`src/rtl/div_iter_pkg.sv`:
```
// Shared types and encodings for the iterative RV32M divider.
// Optional feature macro: DIV_REM_FUSE_EN (reuse of the last DIV/REM pair).
`ifndef DIV_ITER_DEFS
`define DIV_ITER_DEFS
`ifndef RV_XLEN
`define RV_XLEN 32
`endif
`define RV_DIVOP_RANGE 1:0
`define RV_DIVOP_DIV 2'd0
`define RV_DIVOP_DIVU 2'd1
`define RV_DIVOP_REM 2'd2
`define RV_DIVOP_REMU 2'd3
`define RV_DIVST_IDLE 2'd0
`define RV_DIVST_SPECIAL 2'd1
`define RV_DIVST_CALC 2'd2
`define RV_DIVST_DONE 2'd3
`endif

package div_iter_pkg;

    typedef logic [`RV_DIVOP_RANGE] divop_t;

    typedef enum logic [1:0] {
        ST_IDLE    = `RV_DIVST_IDLE,
        ST_SPECIAL = `RV_DIVST_SPECIAL,
        ST_CALC    = `RV_DIVST_CALC,
        ST_DONE    = `RV_DIVST_DONE
    } div_state_e;

    localparam divop_t OP_DIV  = `RV_DIVOP_DIV;
    localparam divop_t OP_DIVU = `RV_DIVOP_DIVU;
    localparam divop_t OP_REM  = `RV_DIVOP_REM;
    localparam divop_t OP_REMU = `RV_DIVOP_REMU;

    function automatic logic op_signed(divop_t op);
        return (op == OP_DIV) || (op == OP_REM);
    endfunction

    function automatic logic op_is_rem(divop_t op);
        return (op == OP_REM) || (op == OP_REMU);
    endfunction

endpackage

```
`src/rtl/div_iter_if.sv`:
```
// Request/response handshake bundle between execute stage and divider.
// master = pipeline side, slave = divider side.
interface div_iter_if #(
    parameter int XLEN = `RV_XLEN
);
    import div_iter_pkg::*;

    logic            req_valid_i;
    logic            req_ready_o;
    logic [XLEN-1:0] req_dividend_i;
    logic [XLEN-1:0] req_divisor_i;
    divop_t          req_opcode_i;
    logic            rsp_valid_o;
    logic            rsp_ready_i;
    logic [XLEN-1:0] rsp_result_o;

    modport master (
        output req_valid_i, req_dividend_i, req_divisor_i, req_opcode_i,
        output rsp_ready_i,
        input  req_ready_o, rsp_valid_o, rsp_result_o
    );

    modport slave (
        input  req_valid_i, req_dividend_i, req_divisor_i, req_opcode_i,
        input  rsp_ready_i,
        output req_ready_o, rsp_valid_o, rsp_result_o
    );
endinterface

```
`src/rtl/div_step.sv`:
```
// One restoring-division iteration: shift in a dividend bit, trial subtract.
module div_step #(
    parameter int XLEN = 32
) (
    input  logic [XLEN-1:0] rem,
    input  logic [XLEN-1:0] quo,
    input  logic [XLEN-1:0] divisor,
    output logic [XLEN-1:0] rem_nx,
    output logic [XLEN-1:0] quo_nx
);
    logic [XLEN:0]   shl;
    logic [XLEN+1:0] diff;
    logic            borrow;
    logic            unused_msb;

    // shifted remainder needs XLEN+1 bits when divisor has its MSB set
    assign shl        = {rem, quo[XLEN-1]};
    assign diff       = {1'b0, shl} - {2'b00, divisor};
    assign borrow     = diff[XLEN+1];
    assign unused_msb = diff[XLEN];

    assign rem_nx = borrow ? shl[XLEN-1:0] : diff[XLEN-1:0];
    assign quo_nx = {quo[XLEN-2:0], ~borrow};
endmodule

```
`src/rtl/div_iter.sv`:
```
// Iterative radix-2 restoring divider for DIV/DIVU/REM/REMU.
// DIV_REM_FUSE_EN: keep last quotient+remainder to answer the paired op fast.
module div_iter
    import div_iter_pkg::*;
#(
    parameter int XLEN  = `RV_XLEN,
    parameter int CNT_W = 6
) (
    input  logic      clk_i,
    input  logic      resetb_i,
    input  logic      clk_en_i,
    input  logic      kill_i,
    div_iter_if.slave bus
);
    div_state_e      state_q;
    logic [CNT_W-1:0] cnt_q;
    logic [XLEN-1:0] rem_q, quo_q, dsr_q, res_q;
    logic            vld_q, rdy_q;
    logic            rem_op_q, neg_q_q, neg_r_q;

    logic [XLEN-1:0] a, b, a_mag, b_mag;
    logic [XLEN-1:0] rem_nx, quo_nx, q_fix, r_fix;
    logic [XLEN-1:0] spec_res, fuse_res;
    logic            op_sgn, op_rem, a_neg, b_neg;
    logic            div0, ovf, fuse_hit, is_spc;
    logic            acc, calc_fin;

    assign a      = bus.req_dividend_i;
    assign b      = bus.req_divisor_i;
    assign op_sgn = op_signed(bus.req_opcode_i);
    assign op_rem = op_is_rem(bus.req_opcode_i);
    assign a_neg  = op_sgn & a[XLEN-1];
    assign b_neg  = op_sgn & b[XLEN-1];
    assign a_mag  = a_neg ? -a : a;
    assign b_mag  = b_neg ? -b : b;
    assign div0   = (b == '0);
    assign ovf    = op_sgn & (a == {1'b1, {(XLEN-1){1'b0}}}) & (&b);
    assign is_spc = div0 | ovf | fuse_hit;

    assign acc      = (state_q == ST_IDLE) & bus.req_valid_i & ~kill_i;
    assign calc_fin = (state_q == ST_CALC) & (cnt_q == CNT_W'(XLEN)) & ~kill_i;

    assign q_fix = neg_q_q ? -quo_q : quo_q;
    assign r_fix = neg_r_q ? -rem_q : rem_q;

    always_comb begin
        spec_res = '0;
        unique case (1'b1)
            div0:    spec_res = op_rem ? a : '1;
            ovf:     spec_res = op_rem ? '0 : a;
            default: spec_res = fuse_res;
        endcase
    end

    div_step #(.XLEN(XLEN)) u_step (
        .rem     (rem_q),
        .quo     (quo_q),
        .divisor (dsr_q),
        .rem_nx  (rem_nx),
        .quo_nx  (quo_nx)
    );

`ifdef DIV_REM_FUSE_EN
    logic            ret_vld, ret_sgn, ret_rem;
    logic [XLEN-1:0] ret_a, ret_b, ret_q, ret_r;

    assign fuse_hit = ret_vld & (a == ret_a) & (b == ret_b)
                    & (op_sgn == ret_sgn) & (op_rem != ret_rem);
    assign fuse_res = op_rem ? ret_r : ret_q;

    always_ff @(posedge clk_i or negedge resetb_i) begin
        if (!resetb_i) begin
            ret_vld <= 1'b0;
            ret_sgn <= 1'b0;
            ret_rem <= 1'b0;
            ret_a   <= '0;
            ret_b   <= '0;
            ret_q   <= '0;
            ret_r   <= '0;
        end else if (clk_en_i) begin
            if (kill_i) begin
                ret_vld <= 1'b0;
            end else if (acc && (div0 || ovf)) begin
                ret_vld <= 1'b0;
            end else if (acc && fuse_hit) begin
                ret_rem <= op_rem;
            end else if (acc) begin
                // operands tracked from acceptance; valid only once finished
                ret_vld <= 1'b0;
                ret_a   <= a;
                ret_b   <= b;
                ret_sgn <= op_sgn;
                ret_rem <= op_rem;
            end else if (calc_fin) begin
                ret_vld <= 1'b1;
                ret_q   <= q_fix;
                ret_r   <= r_fix;
            end
        end
    end
`else
    assign fuse_hit = 1'b0;
    assign fuse_res = '0;
`endif

    always_ff @(posedge clk_i or negedge resetb_i) begin
        if (!resetb_i) begin
            state_q  <= ST_IDLE;
            cnt_q    <= '0;
            rem_q    <= '0;
            quo_q    <= '0;
            dsr_q    <= '0;
            res_q    <= '0;
            vld_q    <= 1'b0;
            rdy_q    <= 1'b1;
            rem_op_q <= 1'b0;
            neg_q_q  <= 1'b0;
            neg_r_q  <= 1'b0;
        end else if (clk_en_i) begin
            if (kill_i) begin
                state_q <= ST_IDLE;
                cnt_q   <= '0;
                vld_q   <= 1'b0;
                rdy_q   <= 1'b1;
            end else begin
                unique case (state_q)
                    ST_IDLE: begin
                        if (bus.req_valid_i) begin
                            rem_op_q <= op_rem;
                            neg_q_q  <= a_neg ^ b_neg;
                            neg_r_q  <= a_neg;
                            rem_q    <= '0;
                            dsr_q    <= b_mag;
                            cnt_q    <= '0;
                            rdy_q    <= 1'b0;
                            quo_q    <= is_spc ? spec_res : a_mag;
                            state_q  <= is_spc ? ST_SPECIAL : ST_CALC;
                        end
                    end
                    ST_SPECIAL: begin
                        if (cnt_q == '0) begin
                            res_q <= quo_q;
                            cnt_q <= CNT_W'(1);
                        end else begin
                            vld_q   <= 1'b1;
                            state_q <= ST_DONE;
                        end
                    end
                    ST_CALC: begin
                        if (cnt_q == CNT_W'(XLEN)) begin
                            res_q   <= rem_op_q ? r_fix : q_fix;
                            vld_q   <= 1'b1;
                            state_q <= ST_DONE;
                        end else begin
                            rem_q <= rem_nx;
                            quo_q <= quo_nx;
                            cnt_q <= cnt_q + CNT_W'(1);
                        end
                    end
                    ST_DONE: begin
                        if (bus.rsp_ready_i) begin
                            vld_q   <= 1'b0;
                            rdy_q   <= 1'b1;
                            state_q <= ST_IDLE;
                        end
                    end
                endcase
            end
        end
    end

    assign bus.req_ready_o  = rdy_q;
    assign bus.rsp_valid_o  = vld_q;
    assign bus.rsp_result_o = res_q;
endmodule

```
`src/flat_wrapper.sv`:
```
// flat-port wrapper written by rule: the top's interface ports become plain ports
module div_iter_flat import div_iter_pkg::*;
#(
    parameter int XLEN  = `RV_XLEN,
    parameter int CNT_W = 6
)
  (clk_i, resetb_i, clk_en_i, kill_i, bus_req_valid_i, bus_req_dividend_i, bus_req_divisor_i, bus_req_opcode_i, bus_rsp_ready_i, bus_req_ready_o, bus_rsp_valid_o, bus_rsp_result_o);
  div_iter_if #(.XLEN(XLEN)) bus_i ();
  input  logic clk_i;
  input  logic resetb_i;
  input  logic clk_en_i;
  input  logic kill_i;
  input wire logic [$bits(bus_i.req_valid_i)-1:0] bus_req_valid_i;
  input wire logic [$bits(bus_i.req_dividend_i)-1:0] bus_req_dividend_i;
  input wire logic [$bits(bus_i.req_divisor_i)-1:0] bus_req_divisor_i;
  input wire logic [$bits(bus_i.req_opcode_i)-1:0] bus_req_opcode_i;
  input wire logic [$bits(bus_i.rsp_ready_i)-1:0] bus_rsp_ready_i;
  output wire logic [$bits(bus_i.req_ready_o)-1:0] bus_req_ready_o;
  output wire logic [$bits(bus_i.rsp_valid_o)-1:0] bus_rsp_valid_o;
  output wire logic [$bits(bus_i.rsp_result_o)-1:0] bus_rsp_result_o;
  assign bus_i.req_valid_i = bus_req_valid_i;
  assign bus_i.req_dividend_i = bus_req_dividend_i;
  assign bus_i.req_divisor_i = bus_req_divisor_i;
  assign bus_i.req_opcode_i = bus_req_opcode_i;
  assign bus_i.rsp_ready_i = bus_rsp_ready_i;
  assign bus_req_ready_o = bus_i.req_ready_o;
  assign bus_rsp_valid_o = bus_i.rsp_valid_o;
  assign bus_rsp_result_o = bus_i.rsp_result_o;
  div_iter #(.XLEN(XLEN), .CNT_W(CNT_W)) u_core (.clk_i(clk_i), .resetb_i(resetb_i), .clk_en_i(clk_en_i), .kill_i(kill_i), .bus(bus_i));
endmodule
```
`config.mk`:
```
export PLATFORM = sky130hd
export DESIGN_NAME = div_iter_flat
export DESIGN_NICKNAME = d
export VERILOG_FILES = /design/src/rtl/div_iter_pkg.sv /design/src/rtl/div_iter_if.sv /design/src/rtl/div_step.sv /design/src/rtl/div_iter.sv /design/src/flat_wrapper.sv
export SDC_FILE = /design/constraint.sdc
export NUM_CORES = 1
export LEC_CHECK = 0
export CAP_MARGIN = 20
export CORE_AREA = 2 2 202 145
export CTS_CLUSTER_DIAMETER = 80
export CTS_CLUSTER_SIZE = 14
export DETAILED_ROUTE_END_ITERATION = 8
export DIE_AREA = 0 0 204 147
export HOLD_SLACK_MARGIN = 0.05
export SLEW_MARGIN = 20
export SYNTH_ARGS = -nofsm -noshare
export SYNTH_HDL_FRONTEND = slang
export SYNTH_HIERARCHICAL = 1
export SYNTH_SLANG_ARGS = --single-unit
```
`constraint.sdc`:
```
create_clock -name clk_i -period 5.3 [get_ports clk_i]
set_input_delay 0.795 -clock clk_i [delete_from_list [all_inputs] [get_ports clk_i]]
set_output_delay 0.795 -clock clk_i [all_outputs]
set_load 0.05 [all_outputs]
```
==> reports/metrics.cfg <==
[global_routing]
grt_antenna_before_repair=1
grt_usage_pct=28.0
grt_pass1_vias=10900
pin_count_of_the_biggest_net_entering_global_routing=98
grt_pass1_wl_um=65300
grt.overflow.total=0

[run]
maxCapViolations=0

[cells_and_area]
total_non_filler_cell_area_in_the_finished_layout_um2=14100
antennaDiodeCount=0
final_layout_size_suffix_gt1_share_pct=8.29
finalCoreUtilization_pct=49.9
final_non_filler_cell_total=1971
most-common-layout-cells=sky130_fd_sc_hd__nand2_1 (186), sky130_fd_sc_hd__dfrtp_1 (140), sky130_fd_sc_hd__o21ai_0 (136)
flow.area_growth_from_synthesis_pct=13.1
final_net_count=1696
mostFrequentLayoutCell=sky130_fd_sc_hd__nand2_1

[logic_synthesis]
synth_edf_count=0
postSynthNetCount=1671
post_synth.cell_area_avg_um2=8.01
synthesis.area_um2=12500
ys_warn_count=6
ys_async_sr_fraction_pct=100
synth_ff_type=sky130_fd_sc_hd__dfrtp_1
cells_after_synth=1555
synth.yosys.seq_area_share_pct=28.3
ys_types=100
yosys_register_bits=141

[pwr]
cellPowerDensity_nw_per_um2=619
totalPowerFinal_w=0.00872
p_leak_nw=5.91
irDropWorstVdd_v=0.000261

[cts]
postCtsResizedCells=0
cts.htree.levels=4
cts-root-to-sink-buffers=2
clock_sinks=141
clock_tree.root_cell=sky130_fd_sc_hd__clkbuf_16
cts_hold_buf=0
cts_buffers=17
cts.reportedPaths.clkPinSlew_ps=70
clock_tree_from_tritoncts=built
clock_latency_ps=430
post-cts-setup-buffer-count=0

[setup_path]
worstPathArrival_ps=4210
timing.critical_path.cells=ha_1 > nand2_1 > o21ai_1 > nor2_1 > nor3_1 > o311ai_4 > o21ai_2 > a2111oi_4 > inv_2 > mux2_4 > a22o_1
cp-start-kind=flip-flop
critical_path.slowest_cell=sky130_fd_sc_hd__inv_2
timing.critical_path.fanout_max=31
worst_r2r_path_depth=11
worst-endpoint-required_ps=5620
critical_path.startpoint=u_core/rem_q[14]
critical_register_to_register_path_startpoint=u_core/rem_q[14]
timing.rr.end=u_core/rem_q[28]
cp_slowest_stage_delay_ps=750
setup.worst_path.end_class=flip-flop
setup.worst_path.class=flip-flop to flip-flop
rrSetupSlack_ps=1410
crit_path_end=u_core/rem_q[28]

[detailed_routing]
dr_total_vias=12300
routed_wirelength_um=41800
detail_route.drc_violations=0
detail_route.iter0.violations=1489
detail_route.wl_per_cell_um=21.2
ant_nets=0
viasPerCell=6.23
drt_first_pass_iters=5

[placement]
post_dp_cell_area_um2=13500
place.gp.congestion=0.907
portBuffers=105
place_inst=1939
post-dp-hpwl_um=31300

[timing]
final.setup.tns_ps=0
worst-slew-pin-transition_ps=999
finalHoldViolations=0
fin_crit_sh_pct=73.4
final_period_demand_of_the_worst_path_ps=3890
drv_slew=0
final-setup-viol-count=0
max_freq_mhz=257
slew_headroom_pct=33.3
rsz0062_at_grt=false
skew_final_ps=11.1

[worst_hold_path]
worst_hold_path_type=input pin to async pin

[die]
std_cell_rows=52
io-pin-count=106
initial_core_util_pct=44.1
core_area_um2=28200
die_y_um=147
die_area_um2=30000
dieWidth_um=204

[run_status]
outcome=completed

[power by group]
| part | switching [W] | internal [W] |
|---|---|---|
| sequential | 0.000659 | 0.00151 |
| clock | 0.000484 | 0.000651 |
| combinational | 0.00325 | 0.00217 |
| total | 0.00440 | 0.00433 |
[metal layers]
layer	GRT usage, %	share of wire [%]
met1	46.8	51
met2	35.6	37
met3	5.72	10
met4	5.36	1.1
met5	0	0
[worst max-delay path, delay by kind of cell (launching register included)]
family,cells,cell delay (ps)
AO/OA/AOI/OAI,5,1130
buffers and inverters,1,750
AND/OR/NAND/NOR,3,560
flip-flops,1,480
adder cells (fa/ha/maj),1,460
multiplexers,1,360
[cell usage after synthesis, drive strengths merged (37+ instances only)]
cell type | n | area (µm²)
dfrtp | 140 | 3500
xnor2 | 50 | 438
clkbuf | 62 | 233
nand2 | 186 | 698
buf | 54 | 367
nor2 | 110 | 415
inv | 68 | 255
o31ai | 39 | 307
ha | 43 | 538
o21ai | 144 | 724
nand3 | 54 | 270
xor2 | 38 | 333
nor3 | 37 | 185
a21oi | 100 | 504
[per-stage QoR]
stage | setup WS [ps] | hold WS, ps
2_1_floorplan | 2170 | 450
3_3_place_gp | 1320 | 462
3_5_place_dp | 1220 | 470
4_1_cts | 1440 | 484
5_1_grt | 1200 | 508
6_report | 1410 | 421
[cell families (layout without fill, tap and decap cells)]
family          Yosys count  after routing  share of synthesized area (%)
simple gates            562            562                           22.4
compound gates          489            489                           26.8
buf+inv                 185            223                           6.89
flops                   141            141                           28.3
xor+xnor                 88             88                           6.19
mux                      46             46                           4.91
fa+ha+maj                44             44                           4.48
[registers in the layout, indices dropped and copies added, names as in the netlist]
name                     cells
u_core/state_q               2
u_core/neg_r_q               1
u_core/rem_op_q              1
u_core/bus.rsp_result_o     32
u_core/bus.req_ready_o       1
u_core/cnt_q                 6
u_core/neg_q_q               1
u_core/rem_q                32
u_core/quo_q                32
u_core/dsr_q                32
u_core/bus.rsp_valid_o       1
[final cells by class]
type / count / area (µm²)
Clock buffer: 19 / 443
Timing Repair Buffer: 122 / 1180
Fill cell: 2792 / 14100
Multi-Input combinational cell: 1229 / 8110
Clock inverter: 13 / 100
Inverter: 69 / 259
Sequential cell: 141 / 3530
Tap cell: 378 / 473
[how the worst min path moves through the flow]
stage | from | end | slack [ps] | cells after the start
after floorplan | u_core/dsr_q[10] | u_core/dsr_q[10] | 450 | 2
after CTS | u_core/bus.rsp_result_o[8] | u_core/bus.rsp_result_o[8] | 480 | 1
after detailed placement | u_core/bus.rsp_result_o[8] | u_core/bus.rsp_result_o[8] | 470 | 1
after global placement | u_core/dsr_q[4] | u_core/dsr_q[4] | 460 | 2
after global routing | u_core/bus.rsp_result_o[7] | u_core/bus.rsp_result_o[7] | 510 | 2
final | resetb_i | u_core/rem_q[20] | 420 | 1
No activity file was read; power rests on OpenSTA's default activity.
==> variant: new RTL, same settings <==
`CNT_W` is set to 6 in 2 places; all go to 12.
--- a/src/rtl/div_iter.sv
+++ b/src/rtl/div_iter.sv
@@ -4,7 +4,7 @@
     import div_iter_pkg::*;
 #(
     parameter int XLEN  = `RV_XLEN,
-    parameter int CNT_W = 6
+    parameter int CNT_W = 12
 ) (
     input  logic      clk_i,
     input  logic      resetb_i,
--- a/src/flat_wrapper.sv
+++ b/src/flat_wrapper.sv
@@ -2,7 +2,7 @@
 module div_iter_flat import div_iter_pkg::*;
 #(
     parameter int XLEN  = `RV_XLEN,
-    parameter int CNT_W = 6
+    parameter int CNT_W = 12
 )
   (clk_i, resetb_i, clk_en_i, kill_i, bus_req_valid_i, bus_req_dividend_i, bus_req_divisor_i, bus_req_opcode_i, bus_rsp_ready_i, bus_req_ready_o, bus_rsp_valid_o, bus_rsp_result_o);
   div_iter_if #(.XLEN(XLEN)) bus_i ();
Behaviour: no difference found for any inputs over 4 cycles, from zero or initial values and one cycle with resetb_i low; that may be too few to reach the edited logic, so the function may still have changed.
==> variant against the unedited design <==
- maximum frequency down 1.2%
- sequential share of layout area increased by 1.0 points
- worst setup slack worse by 49 ps
- power up 4.6%
- combinational power increased by 2%
- sequential cell count rose by 6
- wire length shrank 0.53%
- synthesized cell count rose by 6.2%
- global-route usage up 0.060 points
- die area did not move
- clock skew is 3.8 ps higher
- synthesized area down 0.27%
- final area hardly changed
==> variant: results (changes against the unedited design) <==
status completed (unchanged); CP max stage delay 490 ps (was 750 ps); Net Sw Power 4.754 mW (was 4.396 mW); DP Cell Count 2025 (was 1939); vias in the first global route 11267 (was 10888); leakage power 5.849 nW (was 5.906 nW); filler cell count 2815 (was 2792); Critical Path AT 4320 ps (was 4210 ps); syn_nets 1767 (was 1671); global placer's final weighted congestion 0.9159 (was 0.9072); drt initial violations 1446 (was 1489); share of cells above drive strength 1 6.194% (was 8.286%); met1 GRT Util 47.32% (was 46.84%); Yosys cell types 94 (was 100); multi-input gate count 1310 (was 1229); Non-clock buffer share 8.277% (was 8.372%); Routed met1 length 21260 um (was 21470 um); Layout clock area frac 4.569% (was 3.853%); CP max FO 10 (was 31); cell family with most CP delay simple AND/OR/NAND/NOR gates (was compound AO/OA/AOI/OAI gates); Slew @ Worst Pin 1116 ps (was 999.4 ps); met3 usage 5.745% (was 5.723%); DR WL met2 15890 um (was 15630 um); met2 usage 35.60% (was 35.58%); dpl hpwl 31280 um (was 31270 um); Seq cells 147 (was 141); DR vias 12565 (was 12285); post-detailed-route wirelength per cell 20.22 um (was 21.22 um); Signal inverters 70 (was 69); vias per cell 6.108 (was 6.233); Placed Area 13460 um^2 (was 13540 um^2); first-pass GRT wire length 65810 um (was 65340 um); most instantiated cells after synthesis nand2_1 (233), o21ai_0 (189), nor2_1 (157) (was nand2_1 (186), dfrtp_1 (140), o21ai_0 (137)); Avg Inst Size Synth 7.525 um^2 (was 8.012 um^2); dpl ws 1002 ps (was 1222 ps); Area contributors post-synth dfrtp_1 (29%), o21ai_0 (7.6%), nand2_1 (7.0%) (was dfrtp_1 (28%), nand2_1 (5.6%), o21ai_0 (5.5%)); Seq/Total Area, Yosys 29.62% (was 28.33%); CP max stage cell nor4b_1 (was inv_2); skew final 14.93 ps (was 11.15 ps)
-- variant: cell count changes after synthesis, sizes merged, moves of 11 or more --
cell	before	now
nand2	186	233
a31oi	15	34
a211oi	22	9
o21ai	144	193
o31ai	39	28
nor2	110	158
mux2	34	6
-- variant: power by group through the flow --
stage	sequential (mW)	clock, mW	combinational (mW)
4_1_cts	2.23	1.36	5.45
2_1_floorplan	2.35	0	3.83
6_report	2.26	1.33	5.53
5_1_grt	2.32	1.42	6.08
3_5_place_dp	2.25	0	5.41
3_3_place_gp	2.23	0	5.35
-- variant: path summary, 6_finish.rpt --
| path | start | to | slack (ps) | depth (start not counted) |
|---|---|---|---|---|
| hold reg to reg | u_core/bus.rsp_result_o[11]$_DFFE_PN0P_ | u_core/bus.rsp_result_o[11]$_DFFE_PN0P_ | 480 | 2 |
| max in group asynchronous | resetb_i | u_core/bus.rsp_result_o[20]$_DFFE_PN0P_ | 3700 | 2 |
| min in group clk_i | u_core/bus.rsp_result_o[11]$_DFFE_PN0P_ | u_core/bus.rsp_result_o[11]$_DFFE_PN0P_ | 480 | 2 |
| setup / recovery | bus_req_dividend_i[0] | u_core/state_q[0]$_DFFE_PN0P_ | 1360 | 11 |
| hold / removal | resetb_i | u_core/quo_q[11]$_DFFE_PN0P_ | 460 | 1 |
| setup reg to reg | u_core/rem_q[0]$_DFFE_PN0P_ | u_core/rem_q[31]$_DFFE_PN0P_ | 1430 | 11 |
-- variant: logic make-up after synthesis --
kind of cell | share of synthesized area [%]
buffers and inverters | 7.221
XOR/XNOR | 6.133
flip-flops | 29.62
AND/OR/NAND/NOR | 26.03
multiplexers | 1.168
adder cells (fa/ha/maj) | 4.491
AO/OA/AOI/OAI | 25.34
